**config.mk**
```make
export PLATFORM = sky130hd
export DESIGN_NAME = layer_sequencer
export DESIGN_NICKNAME = d
export VERILOG_FILES = /design/src/rtl/layer_sequencer.sv
export SDC_FILE = /design/constraint.sdc
export NUM_CORES = 1
export LEC_CHECK = 0
export BUFFER_PORTS_ARGS = -buffer_cell sky130_fd_sc_hd__buf_2
export CAP_MARGIN = 15
export CORE_MARGIN = 2
export CORE_UTILIZATION = 45
export CTS_BUF_LIST = sky130_fd_sc_hd__clkbuf_4
export CTS_CLUSTER_DIAMETER = 100
export DETAILED_ROUTE_END_ITERATION = 8
export PLACE_DENSITY_LB_ADDON = 0.1
export SLEW_MARGIN = 20
export SYNTH_ARGS = -nofsm -noshare
export SYNTH_HDL_FRONTEND = slang
export SYNTH_SLANG_ARGS = --single-unit
```
**constraint.sdc**
```tcl
create_clock -name clk -period 1.7 [get_ports clk]
set_input_delay 0.51 -clock clk [delete_from_list [all_inputs] [get_ports clk]]
set_output_delay 0.51 -clock clk [all_outputs]
set_load 0.01 [all_outputs]
```
**src/rtl/layer_sequencer.sv**
```systemverilog
// layer_sequencer: launches LAYER_NUM layer engines in order for each of IMAGE_NUM images.
// Optional per-layer watchdog is compiled in by defining LAYER_WATCHDOG_EN.
module layer_sequencer #(
  parameter int IMAGE_NUM   = 5,
  parameter int LAYER_NUM   = 3,
  parameter int WDOG_CYCLES = 4096,
  localparam int IMAGE_W = (IMAGE_NUM > 1) ? $clog2(IMAGE_NUM) : 1,
  localparam int LAYER_W = (LAYER_NUM > 1) ? $clog2(LAYER_NUM) : 1
) (
  input  logic                 clk,
  input  logic                 rst_n,
  input  logic                 start,
  input  logic                 abort,
  input  logic [LAYER_NUM-1:0] layer_fin,
  output logic [LAYER_NUM-1:0] layer_en,
  output logic [LAYER_NUM-1:0] layer_start,
  output logic [IMAGE_W-1:0]   image_idx,
  output logic [LAYER_W-1:0]   layer_idx,
  output logic                 busy,
  output logic                 done,
  output logic                 wdog_err
);

  typedef enum logic [1:0] {IDLE, RUN, GAP} state_t;

  state_t               state_q, state_d;
  logic [LAYER_NUM-1:0] layer_en_q, layer_en_d;
  logic [LAYER_NUM-1:0] layer_start_q, layer_start_d;
  logic [IMAGE_W-1:0]   image_idx_q, image_idx_d;
  logic [LAYER_W-1:0]   layer_idx_q, layer_idx_d;
  logic                 busy_q, busy_d;
  logic                 done_q, done_d;
  logic                 fin_ok;
  logic                 timeout;

  // Only the enabled layer's fin counts, and never in its own launch cycle.
  assign fin_ok = (state_q == RUN) && (|(layer_fin & layer_en_q)) && !(|layer_start_q);

  always_comb begin
    state_d       = state_q;
    layer_en_d    = layer_en_q;
    layer_start_d = '0;
    image_idx_d   = image_idx_q;
    layer_idx_d   = layer_idx_q;
    busy_d        = busy_q;
    done_d        = 1'b0;

    case (state_q)
      IDLE: begin
        if (start) begin
          state_d       = RUN;
          image_idx_d   = '0;
          layer_idx_d   = '0;
          layer_en_d    = LAYER_NUM'(1);
          layer_start_d = LAYER_NUM'(1);
          busy_d        = 1'b1;
        end
      end
      RUN: begin
        if (fin_ok) begin
          state_d    = GAP;
          layer_en_d = '0;
        end else if (timeout) begin
          state_d     = IDLE;
          layer_en_d  = '0;
          busy_d      = 1'b0;
          image_idx_d = '0;
          layer_idx_d = '0;
        end
      end
      GAP: begin
        if (layer_idx_q < LAYER_W'(LAYER_NUM - 1)) begin
          state_d       = RUN;
          layer_idx_d   = layer_idx_q + LAYER_W'(1);
          layer_en_d    = LAYER_NUM'(1) << layer_idx_d;
          layer_start_d = LAYER_NUM'(1) << layer_idx_d;
        end else if (image_idx_q < IMAGE_W'(IMAGE_NUM - 1)) begin
          state_d       = RUN;
          layer_idx_d   = '0;
          image_idx_d   = image_idx_q + IMAGE_W'(1);
          layer_en_d    = LAYER_NUM'(1);
          layer_start_d = LAYER_NUM'(1);
        end else begin
          state_d     = IDLE;
          done_d      = 1'b1;
          busy_d      = 1'b0;
          image_idx_d = '0;
          layer_idx_d = '0;
        end
      end
      default: begin
        state_d = IDLE;
      end
    endcase

    // Abort overrides everything above, including a pending done.
    if (abort) begin
      state_d       = IDLE;
      layer_en_d    = '0;
      layer_start_d = '0;
      image_idx_d   = '0;
      layer_idx_d   = '0;
      busy_d        = 1'b0;
      done_d        = 1'b0;
    end
  end

  always_ff @(posedge clk) begin
    if (!rst_n) begin
      state_q       <= IDLE;
      layer_en_q    <= '0;
      layer_start_q <= '0;
      image_idx_q   <= '0;
      layer_idx_q   <= '0;
      busy_q        <= 1'b0;
      done_q        <= 1'b0;
    end else begin
      state_q       <= state_d;
      layer_en_q    <= layer_en_d;
      layer_start_q <= layer_start_d;
      image_idx_q   <= image_idx_d;
      layer_idx_q   <= layer_idx_d;
      busy_q        <= busy_d;
      done_q        <= done_d;
    end
  end

  assign layer_en    = layer_en_q;
  assign layer_start = layer_start_q;
  assign image_idx   = image_idx_q;
  assign layer_idx   = layer_idx_q;
  assign busy        = busy_q;
  assign done        = done_q;

`ifdef LAYER_WATCHDOG_EN
  localparam int CNT_W = $clog2(WDOG_CYCLES + 1);

  logic [CNT_W-1:0] wdog_cnt_q, wdog_cnt_d;
  logic             wdog_err_q;

  // Timeout fires on the edge that ends the WDOG_CYCLES-th RUN cycle; fin_ok wins a tie.
  assign timeout = (state_q == RUN) && !fin_ok && (wdog_cnt_q == CNT_W'(WDOG_CYCLES - 1));

  always_comb begin
    wdog_cnt_d = wdog_cnt_q;
    if (|layer_start_d) begin
      wdog_cnt_d = '0;
    end else if (state_q == RUN) begin
      wdog_cnt_d = wdog_cnt_q + CNT_W'(1);
    end
  end

  always_ff @(posedge clk) begin
    if (!rst_n) begin
      wdog_cnt_q <= '0;
      wdog_err_q <= 1'b0;
    end else begin
      wdog_cnt_q <= wdog_cnt_d;
      if (timeout) begin
        wdog_err_q <= 1'b1;
      end
    end
  end

  assign wdog_err = wdog_err_q;
`else
  logic unused_wdog;

  assign timeout     = 1'b0;
  assign wdog_err    = 1'b0;
  assign unused_wdog = ^WDOG_CYCLES;
`endif

endmodule
```
==> reports/metrics.cfg, run 1 <==
[finish]
multiInputGateArea_um2 = 392
regArea_um2 = 300
drive_gt1_frac = 0.252
n_antenna_cell = 0
area_delta_synth_final_pct = 18.4
fin_util = 0.566
fillers = 145
layout_commonest_cell = buf_2
final_cell_mix = buf_2 (19), dfxtp_1 (15), nand2_1 (10)
instances_no_fill = 119
finish.instance_area_um2 = 853
fin_nets = 116

[floorplan]
start_util = 0.478
rows = 14
die-area_mm2 = 0.00194
die_h_um = 44.0
boundaryPins = 21
die_width_um = 44.0
coreArea_mm2 = 0.00151

[synthesis]
postSynthRegisterBits = 15
synth_area_per_cell_um2 = 8.79
synth_area_um2 = 721
synth_nets = 94
synth_warnings = 0
ys_seq_area_frac = 0.417
synthCells = 82
synth_cell_types = 24

[drt]
wire_per_inst_um = 11.6
vias_per_cell = 5.17
dr.first_iter.drc_count = 7
vias = 615
drc_errors = 0
ant_nets = 0
routed_wl_um = 1380
dr.pass1.iters = 4

[min_path]
hold_class = flip-flop to flip-flop
min-delay-start = busy

[power]
powerDensity_mw_per_mm2 = 756
p_leak_nw = 0.393
ir_drop_mv = 0.419

[cts]
clk_pin_slew_ns = 0.10
htree_levels = 1
cts.hold.buffers_added = 0
tritoncts = done
clock_sinks = 15
post_cts_resize_count = 0
post_cts_buffers = 0
cts_buffers = 3
cts_root_buf = clkbuf_4
cts_buffer_depth = 2
clkLatencyLatePin_ns = 0.28

[worst_setup_path]
end_kind = flip-flop
crit_type = flip-flop to flip-flop
reg2reg_from = state_q[0]
crit_buf_inv = 1
crit_start = state_q[0]
critPathLaunchType = flip-flop
critPathSlowestCell = dfxtp_1
critPathMaxFanout = 8
cp.arrival_ns = 1.76
crit_chain = inv_1, ha_1, or3_1, nand4_2, mux2i_1
max_stage_delay_ns = 0.40
cp_top_family = simple AND/OR/NAND/NOR gates
crit_required_ns = 1.91

[placement]
io_buffers = 19
dp_slack_ns = 0.111
gp_congestion = 0.791
place_inst = 115
place_area_um2 = 826
dp_hpwl_um = 1070

[global_route]
grt_max_degree = 11
grt_pass1_wl_um = 2370
gr-total-overflow = 0
antenna_found_initial = 0
first_global_vias = 555
grt_util_all_layers = 0.164

[timing]
final.setup.tns_ns = 0
period_minus_slack_ns = 1.55
fin_ws_ns = 0.149
maxSlewViolCount = 0
setup_viol = 0
rsz0062_at_grt = false
hold_viol = 0
fin_skew_ns = 0.00616
clock.fmax_mhz = 645
fin_crit_sh = 0.912

[job]
max_cap_viol_count = 0

[run_status]
status = complete, no violations

==> state kept, by name, summed over array words and instances, names as in the netlist <==
name	flops
busy	1
done	1
image_idx	3
layer_en	3
layer_idx	2
layer_start	3
state_q	2
==> layer usage <==
layer,global-route usage,up-vias,share of wire
met1,0.231,275,0.51
li1,-,329,-
met2,0.241,9,0.44
met5,0,-,0
met4,0.0909,0,0.012
met3,0.0245,2,0.035
==> path summary, 6_finish.rpt <==
kind                                     to  slack [ns]  depth (start not counted)
worst max-delay path            layer_en[0]        0.15                          5
worst min-delay path                   busy        0.48                          2
worst min register to register         busy        0.48                          2
worst max register to register  layer_en[0]        0.15                          5
==> synthesized netlist by cell type <==
| cell | number | area share |
|---|---|---|
| nand2b_1 | 4 | 0.035 |
| a22oi_1 | 2 | 0.021 |
| a32oi_1 | 1 | 0.012 |
| nor2_1 | 8 | 0.042 |
| nand4_2 | 1 | 0.017 |
| mux2i_1 | 4 | 0.056 |
| conb_1 | 1 | 0.0052 |
| nor2b_1 | 3 | 0.026 |
| buf_2 | 2 | 0.014 |
| o211ai_1 | 2 | 0.021 |
| ha_1 | 5 | 0.087 |
| nor3_1 | 3 | 0.021 |
| or3_1 | 2 | 0.017 |
| nand2_1 | 10 | 0.052 |
| nand3b_1 | 1 | 0.010 |
| o21ai_0 | 2 | 0.014 |
| dfxtp_1 | 15 | 0.42 |
| a21oi_1 | 6 | 0.042 |
| inv_1 | 3 | 0.016 |
| nand3_1 | 3 | 0.021 |
| nor4_1 | 1 | 0.0087 |
| a222oi_1 | 1 | 0.014 |
| buf_4 | 1 | 0.010 |
| o41ai_2 | 1 | 0.023 |
==> kinds of logic (layout without fill, tap and decap cells) <==
| logic type | after synthesis | count (layout) | synth area share |
|---|---|---|---|
| flip-flops | 15 | 15 | 0.417 |
| AO/OA/AOI/OAI | 15 | 15 | 0.146 |
| other | 1 | 1 | 0.00520 |
| adder cells (fa/ha/maj) | 5 | 5 | 0.0868 |
| AND/OR/NAND/NOR | 36 | 36 | 0.250 |
| multiplexers | 4 | 4 | 0.0556 |
| buffers and inverters | 6 | 27 | 0.0399 |
==> worst min-delay path, stage by stage (launching register included) <==
cell     delay (ns)
dfxtp_1        0.33
nand2_1        0.05
a21oi_1        0.05
==> final cells by class <==
| type | count | area share |
|---|---|---|
| clock inverters | 1 | 0.00587 |
| flip-flops and latches | 15 | 0.352 |
| multi-input cells | 61 | 0.459 |
| well taps | 16 | 0.0235 |
| clock buffers | 3 | 0.0264 |
| repair buffers | 20 | 0.120 |
| inverters | 3 | 0.0132 |
==> metrics by stage <==
| step | hold WS [ns] | total power [mW] |
|---|---|---|
| floorplan | 0.472 | 0.426 |
| global placement | 0.456 | 0.447 |
| detailed placement | 0.466 | 0.448 |
| CTS | 0.481 | 0.653 |
| global route | 0.508 | 0.678 |
| finish | 0.479 | 0.645 |
==> power breakdown <==
part           internal (mW)  switching (mW)  leakage, nW
clock network         0.0871           0.118       0.0177
registers              0.357         0.00528        0.121
logic                 0.0332          0.0441        0.254
Power figures use the tool's default switching activity.
==> run 2, diff against run 1 <==
GPL_TIMING_DRIVEN = 0   (was unset)
==> run 2 against run 1 <==
Effect of this change:
- routed wire length grew 3.4%
- power grew 2.6%
- maximum frequency grew 1.5%
- critical path type unchanged
==> reports/metrics.cfg, run 2 (synthesis gave the netlist of run 1 again) <==
[floorplan]
rows = 14  ; unchanged
boundaryPins = 21  ; unchanged
die_h_um = 44.0  ; unchanged
die-area_mm2 = 0.00194  ; unchanged
start_util = 0.478  ; unchanged
coreArea_mm2 = 0.00151  ; unchanged
die_width_um = 44.0  ; unchanged

[cts]
clkLatencyLatePin_ns = 0.28  ; about the same
cts_buffer_depth = 2  ; unchanged
clock_sinks = 15  ; unchanged
tritoncts = done
post_cts_buffers = 0  ; unchanged
htree_levels = 1  ; unchanged
cts_buffers = 3  ; unchanged
clk_pin_slew_ns = 0.09  ; about the same
cts_root_buf = clkbuf_4
cts.hold.buffers_added = 0  ; unchanged
post_cts_resize_count = 0  ; unchanged

[finish]
multiInputGateArea_um2 = 399  ; +1.9%
regArea_um2 = 302  ; +0.42%
final_cell_mix = buf_2 (21), dfxtp_1 (14), nand2_1 (10)
layout_commonest_cell = buf_2
fillers = 148  ; +2.1%
instances_no_fill = 121  ; +1.7%
fin_nets = 118  ; +1.7%
area_delta_synth_final_pct = 21.4
finish.instance_area_um2 = 875  ; +2.5%
drive_gt1_frac = 0.305  ; +0.0523
n_antenna_cell = 0  ; unchanged

[worst_setup_path]
critPathMaxFanout = 10  ; +2
cp_top_family = simple AND/OR/NAND/NOR gates
crit_required_ns = 1.91  ; about the same
critPathSlowestCell = dfxtp_2
end_kind = flip-flop
crit_buf_inv = 2  ; +1
critPathLaunchType = flip-flop
cp.arrival_ns = 1.74  ; -0.02 ns
max_stage_delay_ns = 0.36  ; -0.04 ns
crit_type = flip-flop to flip-flop
crit_chain = inv_1, ha_1, buf_2, or3_1, nand4_2, mux2i_1

[drt]
vias = 665  ; +8.1%
vias_per_cell = 5.50  ; +6.3%
dr.pass1.iters = 4  ; unchanged
dr.first_iter.drc_count = 22  ; +15
ant_nets = 0  ; unchanged
routed_wl_um = 1420  ; +3.4%
drc_errors = 0  ; unchanged
wire_per_inst_um = 11.8  ; +1.7%

[timing]
final.setup.tns_ns = 0  ; unchanged
maxSlewViolCount = 0  ; unchanged
fin_skew_ns = 0.00429  ; -0.00187 ns
clock.fmax_mhz = 654  ; +1.5%
hold_viol = 0  ; unchanged
period_minus_slack_ns = 1.53  ; -0.0228 ns
fin_crit_sh = 0.899  ; -0.0134
setup_viol = 0  ; unchanged
rsz0062_at_grt = false

[power]
ir_drop_mv = 0.452  ; +7.8%
p_leak_nw = 0.405  ; +2.9%
powerDensity_mw_per_mm2 = 757  ; +0.11%

[placement]
place_inst = 117  ; +1.7%
place_area_um2 = 836  ; +1.2%
dp_hpwl_um = 1070  ; about the same
io_buffers = 19  ; unchanged
gp_congestion = 0.730  ; -7.8%

[job]
max_cap_viol_count = 0  ; unchanged

[run_status]
status = complete, no violations

[global_route]
grt_pass1_wl_um = 2350  ; -1.1%
grt_util_all_layers = 0.165  ; +0.000280
antenna_found_initial = 0  ; unchanged
grt_max_degree = 11  ; unchanged
gr-total-overflow = 0  ; unchanged
first_global_vias = 572  ; +3.1%

[min_path]
hold_class = flip-flop to flip-flop

==> run 2: cell type report <==
type | instances | area share
Buffer | 3 | 0.0200
Clock buffer | 4 | 0.0343
Inverter | 3 | 0.0129
Multi-Input combinational cell | 61 | 0.456
Sequential cell | 15 | 0.345
Tap cell | 16 | 0.0229
Timing Repair Buffer | 19 | 0.109
==> run 2: metal layers <==
layer,wire (um),track usage,vias to the layer above,part of all wire
met3,71,0.0286,5,0.050
met5,0,0,-,0
met1,674,0.227,307,0.47
met2,646,0.244,20,0.45
met4,30,0.0909,0,0.021
li1,-,-,333,-
==> run 2: path summary, 6_finish.rpt <==
kind | start | endpoint | slack [ns] | cells past startpoint
max reg2reg | state_q[0] | layer_en[0] | 0.17 | 6
max | state_q[0] | layer_en[0] | 0.17 | 6
min | busy | busy | 0.48 | 2
min reg2reg | busy | busy | 0.48 | 2
==> run 2: tightest hold or removal path, stage by stage (launching register included) <==
cell and delay (ns):
dfxtp_1 0.33, nand2_1 0.06, a21oi_1 0.05
==> run 2: per-stage QoR <==
| step | hold WS [ns] | utilization | worst slack (ns) | power [mW] |
|---|---|---|---|---|
| 2_1_floorplan | 0.472 | - | 0.268 | 0.426 |
| 3_3_place_gp | 0.456 | 0.555 | 0.0769 | 0.449 |
| 3_5_place_dp | 0.466 | 0.555 | 0.0668 | 0.449 |
| 4_1_cts | 0.479 | 0.575 | 0.110 | 0.664 |
| 5_1_grt | 0.510 | 0.581 | 0.0613 | 0.694 |
| 6_report | 0.480 | 0.581 | 0.172 | 0.662 |
==> run 2: power breakdown <==
group	leakage, nW	switching (mW)	internal, mW	total [mW]
combinational	0.264	0.0462	0.0360	0.0822
sequential	0.122	0.00511	0.358	0.363
clock	0.0184	0.110	0.107	0.217
total	0.405	0.161	0.501	0.662
==> run 3, diff against run 2 <==
ABC_AREA = 1   (was unset)
CORE_ASPECT_RATIO = 1.4   (was unset)
CORE_UTILIZATION = 32   (was 45)
==> run 3 against run 2 <==
Effect of this change:
- clock power grew 4%
- clock-buffer cell count is the same
- via count grew 5.0%
- synthesized area grew 7.5%
- first-iteration DRC count shrank 91%
- setup slack gained 0.042 ns
- global-route usage shrank 3.8 points
- routed wire length grew 11%
- critical path type unchanged
- largest cell class unchanged
==> reports/metrics.cfg, run 3 <==
[run_status]
status = complete, no violations

[placement]
place_inst = 149  ; +27%
gp_congestion = 0.760  ; +4.2%
dp_hpwl_um = 1300  ; +21%
io_buffers = 19  ; unchanged

[drt]
vias = 698  ; +5.0%
ant_nets = 0  ; unchanged
wl_met2_um = 812  ; +26%
routed_wl_um = 1580  ; +11%
wire_per_inst_um = 10.3  ; -12%
drc_errors = 0  ; unchanged
wl_met3_um = 65  ; -8.5%
vias_per_cell = 4.56  ; -17%
highest_layer = met4
dr.pass1.iters = 2  ; -2
wl_met1_um = 652  ; -3.3%
dr.first_iter.drc_count = 2  ; -91%

[power]
p_leak_nw = 0.467  ; +16%
pwr-share-seq = 0.507  ; -0.041
ir_drop_mv = 0.428  ; -5.2%
p_clk_frac = 0.307  ; -0.021
total_power_mw = 0.733  ; +11%
swShare = 0.289  ; +0.0455
p_int_mw = 0.521  ; +4.0%
combPwrFrac = 0.186  ; +0.062
p_sw_mw = 0.212  ; +31%
powerDensity_mw_per_mm2 = 785  ; +3.7%

[global_route]
antenna_found_initial = 0  ; unchanged
grt_pass1_wl_um = 2620  ; +12%
grt_max_degree = 9  ; -2
gr-total-overflow = 0  ; unchanged
first_global_vias = 663  ; +16%
grt_util_all_layers = 0.126  ; -0.0383

[min_path]
hold_class = flip-flop to flip-flop

[worst_setup_path]
crit_required_ns = 1.88  ; -0.03 ns
critPathMaxFanout = 5  ; -5
cp.arrival_ns = 1.67  ; -0.07 ns
crit_type = flip-flop to flip-flop
end_kind = flip-flop
critPathSlowestCell = dfxtp_1
critPathLaunchType = flip-flop
max_stage_delay_ns = 0.40  ; +0.04 ns
crit_chain = inv_1, ha_1, inv_2, nor2_4, nor2_4, nand2_1, a32oi_1, nor2_1
cpMostUsedCell = nor2_4

[timing]
final.setup.tns_ns = 0  ; unchanged
period_minus_slack_ns = 1.49  ; -0.0416 ns
fin_skew_ns = 0.00168  ; -0.00261 ns
rsz0062_at_grt = false
hold_slack_ns = 0.485  ; +0.00497 ns
clock.fmax_mhz = 673  ; +2.8%
maxSlewViolCount = 0  ; unchanged
setup_viol = 0  ; unchanged
fin_crit_sh = 0.874  ; -0.0245
hold_viol = 0  ; unchanged

[cts]
cts_root_buf = clkbuf_4
htree_levels = 1  ; unchanged
cts.hold.buffers_added = 0  ; unchanged
clkLatencyLatePin_ns = 0.29  ; about the same
clk_pin_slew_ns = 0.09  ; about the same
tritoncts = done
clock_sinks = 15  ; unchanged
post_cts_buffers = 0  ; unchanged
cts_buffer_depth = 2  ; unchanged
post_cts_resize_count = 0  ; unchanged
cts_buffers = 3  ; unchanged

[finish]
area_delta_synth_final_pct = 20.5
fin_nets = 143  ; +21%
n_antenna_cell = 0  ; unchanged
instances_no_fill = 153  ; +26%
drive_gt1_frac = 0.254  ; -0.0509
final_cell_mix = nor2_1 (19), buf_2 (19), inv_1 (18)

[synthesis]
netlist.area_leader.share = 0.388  ; -0.0289
yosys.area.top_type = dfxtp_1
synth-async-reset-ratio = 0  ; unchanged
synth_warnings = 0  ; unchanged
synthCells = 107  ; +30%
synth_cell_types = 18  ; -25%
ys_seq_area_frac = 0.388  ; -0.0289
synth_ff_type = dfxtp_1
synth_area_per_cell_um2 = 7.24  ; -18%
synth-edff-count = 0  ; unchanged
postSynthRegisterBits = 15  ; unchanged
synth_area_um2 = 774  ; +7.5%
synth_nets = 119  ; +27%
synth_common_cells = nor2_1 (19), inv_1 (18), nand2_1 (17)
synthTopCellsByArea = dfxtp_1 (39%), nor2_1 (9.2%), inv_1 (8.7%)
synth_most_common_cell = nor2_1

[floorplan]
coreArea_mm2 = 0.00234  ; +55%
die-area_mm2 = 0.00284  ; +46%
start_util = 0.331  ; -0.147
die_h_um = 62.2  ; +41%
boundaryPins = 21  ; unchanged
die_width_um = 45.6  ; +3.5%
rows = 21  ; +7

[job]
max_cap_viol_count = 0  ; unchanged

run 3: cell count changes after synthesis, sizes merged, moves of 3 or more:
cell | before | now
inv | 3 | 20
nor2 | 8 | 22
nand2 | 10 | 21
mux2i | 4 | 0
nand2b | 4 | 0
nand3 | 3 | 7
o21ai | 2 | 6
nor2b | 3 | 0
run 3: final timing paths:
kind         slack (ns)           end       start  depth (start not counted)
max                0.21  image_idx[2]  state_q[0]                          8
min                0.48          busy        busy                          2
max reg2reg        0.21  image_idx[2]  state_q[0]                          8
min reg2reg        0.48          busy        busy                          2
run 3: cell families (layout without fill, tap and decap cells):
family | Yosys count | after routing | synth area share
DFF | 15 | 15 | 0.388
other | 1 | 1 | 0.00484
buffers and inverters | 21 | 44 | 0.110
AOI/OAI and AO/OA | 14 | 14 | 0.0953
adders and majority gates | 5 | 5 | 0.0808
and+or+nand+nor | 51 | 51 | 0.321
run 3: per-stage QoR:
step | utilization | worst slack (ns) | cell area [um2]
after detailed placement | 0.384 | 0.134 | 898
after global placement | 0.384 | 0.138 | 898
final | 0.399 | 0.214 | 933
after CTS | 0.397 | 0.105 | 928
after global routing | 0.399 | 0.0132 | 933
after floorplan | - | 0.384 | 774
run 3: cell type report:
cell class	instances	area [um2]
fill	259	1410
multi-input combinational	71	394
sequential	15	300
timing repair buffer	19	95.1
inverter	20	77.6
clock buffer	4	30.0
tap	23	28.8
buffer	1	7.51
run 3: critical path: cells and delay by family (launching register included):
family	cells	cell delay, ns
AO/OA/AOI/OAI	1	0.18
flip-flops	1	0.40
adder cells (fa/ha/maj)	1	0.24
buffers and inverters	2	0.19
AND/OR/NAND/NOR	4	0.37
run 3: power groups by stage:
stage	combinational [mW]	clock, mW	sequential, mW
finish	0.136	0.225	0.372
global route	0.154	0.233	0.374
CTS	0.137	0.230	0.372
detailed placement	0.136	0	0.380
global placement	0.135	0	0.380
floorplan	0.0955	0	0.384
run 3: metal layers:
metal,up-vias,GRT usage
li1,375,-
met1,301,0.141
met2,17,0.206
met3,5,0.0262
met4,0,0.0772
met5,-,0
